<file path="src/rtl/ram_port_arbiter.sv">
// Two-port round-robin arbiter in front of a single-port RAM4Kx4 data port.
// Each access holds ram_cs for ACC_CYC cycles, then pulses done to the winner.
module ram_port_arbiter #(
    parameter int ADDR_W  = 12,
    parameter int DATA_W  = 4,
    parameter int ACC_CYC = 2
) (
    input  logic              clock,
    input  logic              reset,
    input  logic              req0,
    input  logic              we0,
    input  logic [ADDR_W-1:0] addr0,
    input  logic [DATA_W-1:0] wdata0,
    output logic              gnt0,
    output logic              done0,
    input  logic              req1,
    input  logic              we1,
    input  logic [ADDR_W-1:0] addr1,
    input  logic [DATA_W-1:0] wdata1,
    output logic              gnt1,
    output logic              done1,
    output logic [DATA_W-1:0] rdata,
    output logic [ADDR_W-1:0] ram_addr,
    output logic              ram_cs,
    output logic              ram_we,
    output logic [DATA_W-1:0] ram_wdata,
    input  logic [DATA_W-1:0] ram_rdata,
    output logic [1:0]        fsm_state
);

    // Handshake: a requester holds req high with stable addr/we/wdata until its
    // done pulse; requests are only sampled in IDLE and an access never aborts
    // except by reset.

    localparam int CYC = (ACC_CYC < 1) ? 1 : ACC_CYC;

    typedef enum logic [1:0] {
        IDLE   = 2'd0,
        ACCESS = 2'd1,
        DONE   = 2'd2
    } state_t;

    state_t            state, state_d;
    logic              rr_ptr, rr_ptr_d;
    logic [3:0]        cnt, cnt_d;
    logic              gnt0_d, gnt1_d, done0_d, done1_d;
    logic              ram_cs_d, ram_we_d;
    logic [ADDR_W-1:0] ram_addr_d;
    logic [DATA_W-1:0] ram_wdata_d, rdata_d;
    logic              win1;

    assign fsm_state = state;

    always_ff @(posedge clock) begin
        if (reset) begin
            state     <= IDLE;
            rr_ptr    <= 1'b0;
            cnt       <= '0;
            gnt0      <= 1'b0;
            gnt1      <= 1'b0;
            done0     <= 1'b0;
            done1     <= 1'b0;
            ram_cs    <= 1'b0;
            ram_we    <= 1'b0;
            ram_addr  <= '0;
            ram_wdata <= '0;
            rdata     <= '0;
        end else begin
            state     <= state_d;
            rr_ptr    <= rr_ptr_d;
            cnt       <= cnt_d;
            gnt0      <= gnt0_d;
            gnt1      <= gnt1_d;
            done0     <= done0_d;
            done1     <= done1_d;
            ram_cs    <= ram_cs_d;
            ram_we    <= ram_we_d;
            ram_addr  <= ram_addr_d;
            ram_wdata <= ram_wdata_d;
            rdata     <= rdata_d;
        end
    end

    // Port 1 wins when it is the only requester or when both ask and it is its turn.
    assign win1 = req1 & (~req0 | rr_ptr);

    always_comb begin
        state_d     = state;
        rr_ptr_d    = rr_ptr;
        cnt_d       = cnt;
        gnt0_d      = gnt0;
        gnt1_d      = gnt1;
        done0_d     = 1'b0;
        done1_d     = 1'b0;
        ram_cs_d    = ram_cs;
        ram_we_d    = ram_we;
        ram_addr_d  = ram_addr;
        ram_wdata_d = ram_wdata;
        rdata_d     = rdata;
        case (state)
            IDLE: begin
                if (req0 | req1) begin
                    ram_addr_d  = win1 ? addr1  : addr0;
                    ram_we_d    = win1 ? we1    : we0;
                    ram_wdata_d = win1 ? wdata1 : wdata0;
                    gnt0_d      = ~win1;
                    gnt1_d      = win1;
                    ram_cs_d    = 1'b1;
                    cnt_d       = 4'(CYC - 1);
                    rr_ptr_d    = ~win1;
                    state_d     = ACCESS;
                end
            end
            ACCESS: begin
                if (cnt != 4'd0) begin
                    cnt_d = cnt - 4'd1;
                end else begin
                    // The grant flags still identify the owner on this last edge.
                    done0_d  = gnt0;
                    done1_d  = gnt1;
                    gnt0_d   = 1'b0;
                    gnt1_d   = 1'b0;
                    ram_cs_d = 1'b0;
                    ram_we_d = 1'b0;
                    if (!ram_we) rdata_d = ram_rdata;
                    state_d  = DONE;
                end
            end
            DONE: begin
                state_d = IDLE;
            end
            default: begin
                state_d = IDLE;
            end
        endcase
    end

endmodule

</file>
<file path="config.mk">
export PLATFORM = sky130hd
export DESIGN_NAME = ram_port_arbiter
export DESIGN_NICKNAME = d
export VERILOG_FILES = /design/src/rtl/ram_port_arbiter.sv
export SDC_FILE = /design/constraint.sdc
export NUM_CORES = 1
export LEC_CHECK = 0
export BUFFER_PORTS_ARGS = -buffer_cell sky130_fd_sc_hd__buf_2
export CORE_ASPECT_RATIO = 1.1
export CORE_MARGIN = 4
export CORE_UTILIZATION = 46
export CTS_CLUSTER_SIZE = 12
export DETAILED_ROUTE_END_ITERATION = 12
export PLACE_DENSITY = 0.75
export SYNTH_ARGS = -nofsm -noshare
export SYNTH_HDL_FRONTEND = slang
export SYNTH_SLANG_ARGS = --single-unit
</file>
<file path="constraint.sdc">
create_clock -name clock -period 1.8 [get_ports clock]
set_input_delay 0.36 -clock clock [delete_from_list [all_inputs] [get_ports clock]]
set_output_delay 0.36 -clock clock [all_outputs]
set_load 0.01 [all_outputs]
</file>
After elaboration in Yosys (flattened, before gate mapping):

Index checks and enable logic that the tools add are counted.

* word-level logic and storage cells: 52
* register bits: 33
* output and inout port bits: 28

* muxes and demuxes: 18
* add/subtract/negate cells: 1
* reductions and logical operators: 9
* equality and inequality tests: 4
* bitwise operators: 8

Operators with widths (count)
* 12-bit 2-to-1 mux: 1
* 4-bit 2-to-1 mux: 3
* 3-bit AND reduction: 3
* 1-bit case mux with 2 select lines: 4
* 4-bit case mux with 2 select lines: 1
* 1-bit 2-to-1 mux: 6
* 2-bit != test (second input constant): 3
* 1-bit inverter: 5
* 2-bit 2-to-1 mux: 2
* 2-bit case mux with 2 select lines: 1
* 2-bit AND reduction: 2
* 4-bit nonzero test: 1
* 4-bit by 1-bit subtractor with 4-bit output (second input constant): 1
* 3-bit OR reduction: 1
* 2-bit by 1-bit equality test with 1-bit output (second input constant): 1
* 2-bit zero test: 1
* 1-bit bitwise OR: 2
* 2-bit nonzero test: 1
* 1-bit AND: 1

Longest topological paths before layout:

Gate-level depths: netlist of run 1.

* depth in word-level cells: 6
* gate-level depth with buffers: 6
* depth with buffers taken out: 5

Worst setup path before layout of run 1:

No wires, ideal clock.

* path type: reg-to-reg
* from: register cnt[0]
* to: register cnt[3]
* required time: 1730 ps
* path slack: 396 ps
* buffers on the path: 0
* data arrival time: 1335 ps
* library setup time: 70 ps
* period minus slack after synthesis: 1404 ps
* stages on the path, launching flop included: 6
* cells stage by stage: dfxtp_1 > inv_1 > ha_1 > nor3b_2 > or4_1 > a21oi_1

* cells in the longest elaborated chain, start to end: 3
* elaborated cells on any way between the ends: 6
* those cells by class: 1 x add/sub; 1 x eq/ne; 2 x mux; 2 x reduce/logical

Ends and longest elaborated chain
* start, declared: RTL line 45 `logic [3:0] cnt, cnt_d;`
* start signal, assigned: RTL line 71 `cnt <= cnt_d;`
* 4-bit by 1-bit subtractor with 4-bit output / 4-bit nonzero test (equally long branches): RTL line 116, 115
* 4-bit 2-to-1 mux / 2-bit != test (equally long branches)
* 4-bit case mux with 2 select lines / 3-bit AND reduction (equally long branches)

Parallel ways exist; a longest one is shown, timed or not. The select of a mux whose other input is x is not followed.
A chain may end at the register's enable or synchronous reset.

Worst setup path after layout of run 1:

* from: register cnt[0]
* to: register ram_we

* cells in the longest elaborated chain, start to end: 3

Ends and longest elaborated chain
* 4-bit nonzero test: RTL line 115 `if (cnt != 4'd0) begin`
* 2-bit != test (no source line)
* 3-bit AND reduction (no source line)
* end signal, assigned: RTL line 77 `ram_we <= ram_we_d;`
* end, declared: RTL line 25 `output logic ram_we,`

No other way between the ends.

==> impl_metrics.toml, run 1 <==
[sta]
hold_viol_final = 0
setup_tns_ns = 0
fin_skew_ns = 0.01083
rsz0062_at_grt = "no"
slew_headroom_pct = 65.27
fin_ws_ns = 0.2373
worst_pin_slew_ns = 0.5209
holdWs_ns = 0.2858
maxSlewViolCount = 0
setup_viol = 0
fin_crit_sh_pct = 86.82
layout_min_cycle_time_ns = 1.563
max_freq_mhz = 639.9

[detailed_routing]
drc = 0
final_antenna_net_count = 0
first_pass_iters = 4
vias_per_cell = 5.909
drtIter0Drc = 66
vias = 1619
wl_per_cell_um = 14.94
drt_wl_total_um = 4093

[worst_setup_path]
worst_setup_path_start_kind = "register"
cp_data_arrival_time_ns = 1.76
r2r_slack_ns = 0.24
worstSetupPathType = "reg2reg"
end_kind = "register"
r2r-end = "ram_we"
worstPathRequired_ns = 2.00
worstPathMaxFanout = 10
r2r_start = "cnt[0]"
worstRegToRegCells = 5

[worst_hold_path]
hp-class = "in2reg"
hold_start = "ram_rdata[0]"
hold_path_end = "rdata[0]"
hold_depth = 3

[grt]
met1_usage_pct = 22.33
grt_pass1_wl_um = 6665
busiest_layer = "met2"
use_met3_pct = 6.897
grt_max_degree = 41
use_met2_pct = 35.42
first_global_vias = 1469
antenna_found_initial = 0
grt_use_total_pct = 19.91
grt-ovfl-total = 0

[clock_tree]
cts_tree = "done"
clkTransAtPathRegs_ns = 0.10
post-cts-setup-buffers = 0
cts_buffer_depth = 2
cts.htree.levels = 2
cts_buffers = 5
clk_latency_ns = 0.33
post_cts_resized = 0
clockRootBuffer = "clkbuf_4"
cts.sinks = 33
cts_hold_buf = 0

[logic_synthesis]
synthArstFlopShare_pct = 0
yosysWarnings = 0
synth.top_cell.area_share_pct = 43.85
synth.avg_cell_area_um2 = 8.463
yosysSeqAreaShare_pct = 43.85
synth_nets = 222
yosysMostFrequentCell = "dfxtp_1"
synth_area_um2 = 1506
synth-seq-cells = 33
synth_commonest_cells = "33 x dfxtp_1, 23 x o21ai_0, 18 x a31oi_1, 18 x nand3_1, 17 x nand4_1"
synthTopCellsByArea = "dfxtp_1 44%, o21ai_0 7.6%, a31oi_1 7.5%, nand4_1 7.1%, nand3_1 6.0%"
synthFlopType = "dfxtp_1"
yosysTopAreaCell = "dfxtp_1"
synthCells = 178
yosysUniqueCellTypes = 29
synth_edf_count = 0

[finish]
diodes = 0
fin_util_pct = 61.26
finalNetCount = 285
area_growth_pct = 26.08
stdcell_count = 274
layout-drive-gt1-share_pct = 37.08
final_area_um2 = 1899

[power_and_ir_drop]
p_int_mw = 1.126
p_sw_share_pct = 33.42
p_seq_share_pct = 50.0
switchingPower_mw = 0.5653
p_comb_share_pct = 28.2
pwr-share-clk_pct = 21.8
vdd_drop_max_uv = 431.6
power_density_nw_per_um2 = 890.6
finalPower_mw = 1.692
p_leak_nw = 0.8198

[placement]
post_dp_cell_area_um2 = 1857
port_buffers = 69
pre_cts_ws_ns = 0.2861
gp_congestion = 0.8816
dp_cells = 268
hpwl_um = 2816

[die]
die_y_um = 68.02
initial_core_util_pct = 48.59
die_width_um = 62.57
coreArea_um2 = 3100
die_area_um2 = 4256
num_io_pins = 70
core.rowCount = 21

[run]
maxCapViolCount = 0

[outcome]
status = "complete, no violations"
-- power groups by stage --
| stage | Combinational (mW) | Clock, mW | Sequential, mW |
|---|---|---|---|
| global route | 0.531 | 0.413 | 0.857 |
| CTS | 0.477 | 0.378 | 0.847 |
| floorplan | 0.286 | 0 | 0.886 |
| detailed placement | 0.475 | 0 | 0.863 |
| global placement | 0.475 | 0 | 0.862 |
| finish | 0.477 | 0.368 | 0.846 |
-- final cells by class --
| class | count | area, um2 |
|---|---|---|
| fill | 297 | 1201 |
| multi-input combinational | 123 | 752.0 |
| sequential | 33 | 660.6 |
| timing repair buffer | 75 | 390.4 |
| tap | 34 | 42.54 |
| clock buffer | 5 | 37.54 |
| inverter | 3 | 11.26 |
| clock inverter | 1 | 5.005 |
-- state kept, by name, summed over array words and instances (netlist names) --
signal,cells
rr_ptr,1
fsm_state,2
gnt1,1
rdata,4
done1,1
done0,1
ram_we,1
ram_cs,1
ram_addr,12
cnt,4
gnt0,1
ram_wdata,4
-- cell families after synthesis --
| kind of cell | share of synthesized area (%) |
|---|---|
| AO/OA/AOI/OAI | 23.84 |
| adder cells (fa/ha/maj) | 1.661 |
| buffers and inverters | 6.395 |
| AND/OR/NAND/NOR | 24.25 |
| flip-flops | 43.85 |
-- placed cells by master, fill, tap and decap left out, drive strengths merged --
cell type,count
and2b,1
dfxtp,33
ha,2
o221ai,4
buf,75
a21o,1
a31oi,18
nand2b,2
or2,2
a21oi,12
a311oi,1
nand2,4
o21ai,23
inv,3
or4,2
or3b,2
clkbuf,5
nand3,18
a21boi,1
nor2,3
nand4,17
or3,2
nand4b,4
a31o,1
nor3b,3
clkinv,1
-- worst max-delay path by stage --
stage / start / to / cells after the start
after CTS: cnt[0] / cnt[3] / 5
after global placement: cnt[0] / ram_we / 5
final: cnt[0] / ram_we / 5
after detailed placement: cnt[0] / cnt[3] / 5
after global routing: cnt[0] / gnt1 / 5
after floorplan: cnt[0] / cnt[3] / 5
-- worst max-delay path: stages (launching register included) --
cell,delay (ns)
dfxtp_1,0.33
inv_1,0.10
ha_1,0.16
or3b_1,0.51
o221ai_1,0.24
a31oi_1,0.10
-- routing by layer --
layer | share of wire, % | vias up
li1 | - | 804
met1 | 44 | 753
met2 | 47 | 56
met3 | 7.5 | 6
met4 | 1.3 | 0
met5 | 0 | -
(Power assumes the default switching activity.)
==> inputs of run 2 (changes only) <==
--- a/config.mk
+++ b/config.mk
@@ -6,12 +6,14 @@
 export NUM_CORES = 1
 export LEC_CHECK = 0
 export BUFFER_PORTS_ARGS = -buffer_cell sky130_fd_sc_hd__buf_2
-export CORE_ASPECT_RATIO = 1.1
+export CELL_PAD_IN_SITES_DETAIL_PLACEMENT = 0
+export CELL_PAD_IN_SITES_GLOBAL_PLACEMENT = 1
+export CORE_ASPECT_RATIO = 1.2
 export CORE_MARGIN = 4
-export CORE_UTILIZATION = 46
+export CORE_UTILIZATION = 32
 export CTS_CLUSTER_SIZE = 12
 export DETAILED_ROUTE_END_ITERATION = 12
-export PLACE_DENSITY = 0.75
+export PLACE_DENSITY = 0.74
 export SYNTH_ARGS = -nofsm -noshare
 export SYNTH_HDL_FRONTEND = slang
 export SYNTH_SLANG_ARGS = --single-unit
==> run 2 against run 1 <==
Clock-buffer cell count grew 2. Highest routed layer unchanged. Largest cell class unchanged. Worst setup slack improved by 0.034 ns. Total power grew 15%. Register-to-register slack better by 0.03 ns. Core utilization down 17 points.
==> impl_metrics.toml, run 2 (synthesis gave the netlist of run 1 again) <==
[outcome]
status = "complete, no violations"

[finish]
layout-drive-gt1-share_pct = 38.11
n_fill_cell = 506
final_area_um2 = 2003
finalNetCount = 287
top_register = "ram_addr"
mostFrequentLayoutCells = "69 x buf_2, 33 x dfxtp_1, 23 x o21ai_0"
area_growth_pct = 32.97
largest_reg_flops = 12
mostFrequentLayoutCell = "buf_2"
stdcell_count = 302
diodes = 0
fin_util_pct = 43.92

[power_and_ir_drop]
p_leak_nw = 0.8568
finalPower_mw = 1.949
p_int_mw = 1.341
switchingPower_mw = 0.6083
power_density_nw_per_um2 = 973.1
p_seq_share_pct = 43.4
vdd_drop_max_uv = 449.4
pwr-share-clk_pct = 31.4
p_sw_share_pct = 31.21
p_comb_share_pct = 25.2

[placement]
port_buffers = 69
pre_cts_ws_ns = 0.2742
dp_cells = 294
gp_congestion = 0.7841
hpwl_um = 3253
post_dp_cell_area_um2 = 1902

[sta]
hold_viol_final = 0
max_freq_mhz = 654.1
worst_pin_slew_ns = 0.5258
setup_tns_ns = 0
fin_ws_ns = 0.2711
setup_viol = 0
maxSlewViolCount = 0
fin_crit_sh_pct = 84.94
holdWs_ns = 0.3450
layout_min_cycle_time_ns = 1.529
rsz0062_at_grt = "no"
fin_skew_ns = 0.004777
slew_headroom_pct = 64.79

[worst_setup_path]
worstPathMaxFanout = 10
cp_data_arrival_time_ns = 1.74
worstSetupPathType = "reg2reg"
worstPathRequired_ns = 2.01
worst_setup_path_start_kind = "register"
end_kind = "register"

[run]
maxCapViolCount = 0

[clock_tree]
cts.sinks = 33
clk_latency_ns = 0.28
cts_buffers = 5
cts_buffer_depth = 2
post-cts-setup-buffers = 0
cts.htree.levels = 2
cts_tree = "done"
clockRootBuffer = "clkbuf_8"
post_cts_resized = 0
clkTransAtPathRegs_ns = 0.07
cts_hold_buf = 0

[detailed_routing]
wl_per_cell_um = 15.15
final_antenna_net_count = 0
drtIter0Drc = 118
vias = 1620
drt_wl_total_um = 4575
drc = 0
first_pass_iters = 4
vias_per_cell = 5.364

[grt]
grt_use_total_pct = 16.52
grt-ovfl-total = 0
antenna_found_initial = 0
grt_max_degree = 41
first_global_vias = 1648
grt_pass1_wl_um = 7914

[worst_hold_path]
hp-class = "in2reg"

[die]
coreArea_um2 = 4561
initial_core_util_pct = 33.03
core.rowCount = 27
die_y_um = 83.16
die_width_um = 70.64
num_io_pins = 70
die_area_um2 = 5874
==> run 2: cell types whose count changed in the layout (fill, tap and decap cells not counted) <==
cell and delta:
buf_4 +2, clkbuf_4 -5, clkbuf_8 +7
==> run 2: power by group through the flow <==
stage               clock, mW  sequential [mW]  combinational [mW]
finish                  0.612            0.846               0.491
global placement            0            0.862               0.493
global route            0.665            0.857               0.555
detailed placement          0            0.862               0.494
CTS                     0.632            0.846               0.497
floorplan                   0            0.886               0.286
==> run 2: critical path, cell delays in order, from the launching register on <==
cell     delay (ns)
dfxtp_1        0.32
inv_1          0.09
ha_1           0.15
or3b_1         0.50
a31o_1         0.27
a31oi_1        0.12
==> run 2: layout make-up <==
cell class,instances,area [um2],share of cell area (%)
clock inverter,1,5.005,0.2498
timing repair buffer,77,405.4,20.24
clock buffer,7,96.34,4.809
inverter,3,11.26,0.5621
multi-input combinational,123,752.0,37.54
sequential,33,660.6,32.98
tap,58,72.57,3.623
==> run 2: final timing paths <==
check            from          end  slack (ns)  cells after the start
max reg2reg    cnt[0]       cnt[0]        0.27                      5
max            cnt[0]       cnt[0]        0.27                      5
min reg2reg    ram_cs       ram_cs        0.48                      2
min          addr0[1]  ram_addr[1]        0.35                      3
==> run 2: per-layer routing <==
| layer | global-route usage (%) | part of all wire, % | vias to the layer above |
|---|---|---|---|
| li1 | - | - | 811 |
| met1 | 20.61 | 44 | 760 |
| met2 | 28.19 | 49 | 45 |
| met3 | 3.874 | 5.3 | 4 |
| met4 | 4.615 | 1.2 | 0 |
| met5 | 0 | 0 | - |
==> inputs of run 3 (changes only) <==
--- a/config.mk
+++ b/config.mk
@@ -10,10 +10,10 @@
 export CELL_PAD_IN_SITES_GLOBAL_PLACEMENT = 1
 export CORE_ASPECT_RATIO = 1.2
 export CORE_MARGIN = 4
-export CORE_UTILIZATION = 32
+export CORE_UTILIZATION = 29
 export CTS_CLUSTER_SIZE = 12
 export DETAILED_ROUTE_END_ITERATION = 12
-export PLACE_DENSITY = 0.74
+export PLACE_DENSITY = 0.7
 export SYNTH_ARGS = -nofsm -noshare
 export SYNTH_HDL_FRONTEND = slang
 export SYNTH_SLANG_ARGS = --single-unit
==> constraint.sdc (replaced) <==
create_clock -name clock -period 1.3 [get_ports clock]
set_input_delay 0.26 -clock clock [delete_from_list [all_inputs] [get_ports clock]]
set_output_delay 0.26 -clock clock [all_outputs]
set_load 0.01 [all_outputs]
==> run 3 against run 2 <==
The run now ends with setup timing left. Sequential power grew 38%. Die area up 9.2%. Total power rose by 52%. Maximum frequency up 7.9%. Largest cell class unchanged. Largest power group unchanged.
==> impl_metrics.toml, run 3 (synthesis gave the netlist of run 1 again) <==
[outcome]
status = "complete, but fails checks"
violations = "setup timing"

[sta]
rsz0062_at_grt = "yes"
layout_min_cycle_time_ns = 1.417
worst_pin_slew_ns = 0.3870
fin_ws_ns = -0.1167
hold_viol_final = 0
setup_viol = 11
fin_crit_sh_pct = 109.0
setup_tns_ns = -0.4308
max_freq_mhz = 705.9
fin_skew_ns = 0.004752
holdWs_ns = 0.2399
maxSlewViolCount = 0
slew_headroom_pct = 74.20

[worst_setup_path]
r2r_start = "cnt[0]"
worstPathMaxFanout = 4
slowest_stage = "or4_1"
r2r-end = "cnt[2]"
max_stage_delay_ns = 0.50
worst_setup_path_start_kind = "register"
r2r_slack_ns = -0.12
timing.critical_path.cells = "inv_2 > ha_4 > nor3b_4 > or4_1 > a21oi_1"
end_kind = "register"
worstSetupPathType = "reg2reg"
worstRegToRegCells = 5
cp_data_arrival_time_ns = 1.63
worstPathRequired_ns = 1.52

[finish]
layout-drive-gt1-share_pct = 49.04
largest_reg_flops = 12
diodes = 0
mostFrequentLayoutCell = "buf_2"
area_growth_pct = 51.33
mostFrequentLayoutCells = "69 x buf_2, 31 x dfxtp_1, 18 x o21ai_0, 18 x nand3_1, 18 x a31oi_1"
final_area_um2 = 2280
finalNetCount = 304
top_register = "ram_addr"

[run]
maxCapViolCount = 0

[grt]
grt_max_degree = 41
grt_pass1_wl_um = 7555
grt_use_total_pct = 15.12
first_global_vias = 1627
antenna_found_initial = 0
grt-ovfl-total = 0

[die]
num_io_pins = 70
core.rowCount = 28
die_y_um = 86.96
die_width_um = 73.80
initial_core_util_pct = 30.28
die_area_um2 = 6417
coreArea_um2 = 4975

[power_and_ir_drop]
switchingPower_mw = 0.9300
pwr-share-clk_pct = 29.1
p_sw_share_pct = 31.43
vdd_drop_max_uv = 700.0
p_int_mw = 2.029
p_comb_share_pct = 31.3
p_leak_nw = 0.9655
finalPower_mw = 2.959
power_density_nw_per_um2 = 1298
p_seq_share_pct = 39.6

[detailed_routing]
first_pass_iters = 6
vias_per_cell = 5.321
drt_wl_total_um = 4877
drtIter0Drc = 61
vias = 1708
wl_per_cell_um = 15.19
drc = 0
final_antenna_net_count = 0

[placement]
gp_congestion = 0.7668
port_buffers = 69
post_dp_cell_area_um2 = 2087
hpwl_um = 3411

[clock_tree]
cts_hold_buf = 0
clockRootBuffer = "clkbuf_8"
cts.htree.levels = 2
clk_latency_ns = 0.29
cts.sinks = 33
clkTransAtPathRegs_ns = 0.07
cts_buffers = 5
cts_buffer_depth = 2
cts_tree = "done"

[worst_hold_path]
hold_start = "addr0[8]"
hp-class = "in2reg"
hold_path_end = "ram_addr[8]"
hold_depth = 3
[run 3: cell type report]
cell class	count	area [um2]
well taps	60	75.07
fillers	508	2695
clock buffers	7	96.34
flip-flops and latches	33	663.1
repair buffers	93	578.1
inverters	3	11.26
clock inverters	1	5.005
multi-input cells	124	850.8
[run 3: worst max path at each step]
stage,start,endpoint,slack [ns],depth (start not counted)
after floorplan,cnt[1],ram_we,-0.05,6
after global placement,cnt[1],ram_we,-0.17,5
after detailed placement,cnt[1],ram_we,-0.20,5
after CTS,cnt[0],cnt[3],-0.09,4
after global routing,cnt[0],cnt[0],-0.17,5
final,cnt[0],cnt[2],-0.12,5
[run 3: worst max-delay path, delay by kind of cell (launching register included)]
kind                       cells  cell delay, ns
and+or+nand+nor                2            0.66
DFF                            1            0.34
adders and majority gates      1            0.15
AOI/OAI and AO/OA              1            0.15
buffers and inverters          1            0.06
[run 3: layer usage]
| metal | global-route usage [%] | share of wire [%] | up-vias |
|---|---|---|---|
| li1 | - | - | 854 |
| met1 | 18.70 | 43 | 786 |
| met2 | 24.76 | 49 | 59 |
| met3 | 4.388 | 6.3 | 9 |
| met4 | 5.272 | 2.1 | 0 |
| met5 | 0 | 0 | - |
[run 3: power groups by stage]
stage	Clock [mW]	Combinational, mW	Sequential, mW
after floorplan	0	0.432	1.23
after global placement	0	0.835	1.19
after detailed placement	0	0.836	1.19
after CTS	0.892	0.882	1.17
after global routing	0.934	1.02	1.19
final	0.860	0.926	1.17
[run 3: stage by stage]
stage	utilization (%)	std cells	setup WS [ns]
3_3_place_gp	41.95	310	-0.1695
4_1_cts	44.72	318	-0.09286
5_1_grt	45.82	321	-0.1664
3_5_place_dp	41.95	310	-0.1991
6_report	45.82	321	-0.1167
2_1_floorplan	-	178	-0.05431
[run 3: repair_timing]
item / 4_1_cts / 5_1_grt
gates cloned: 0 / 1
pin swaps: 5 / 7
setup endpoints to repair: 14 / 15
setup buffers: 0 / 2
resized for setup: 14 / 8
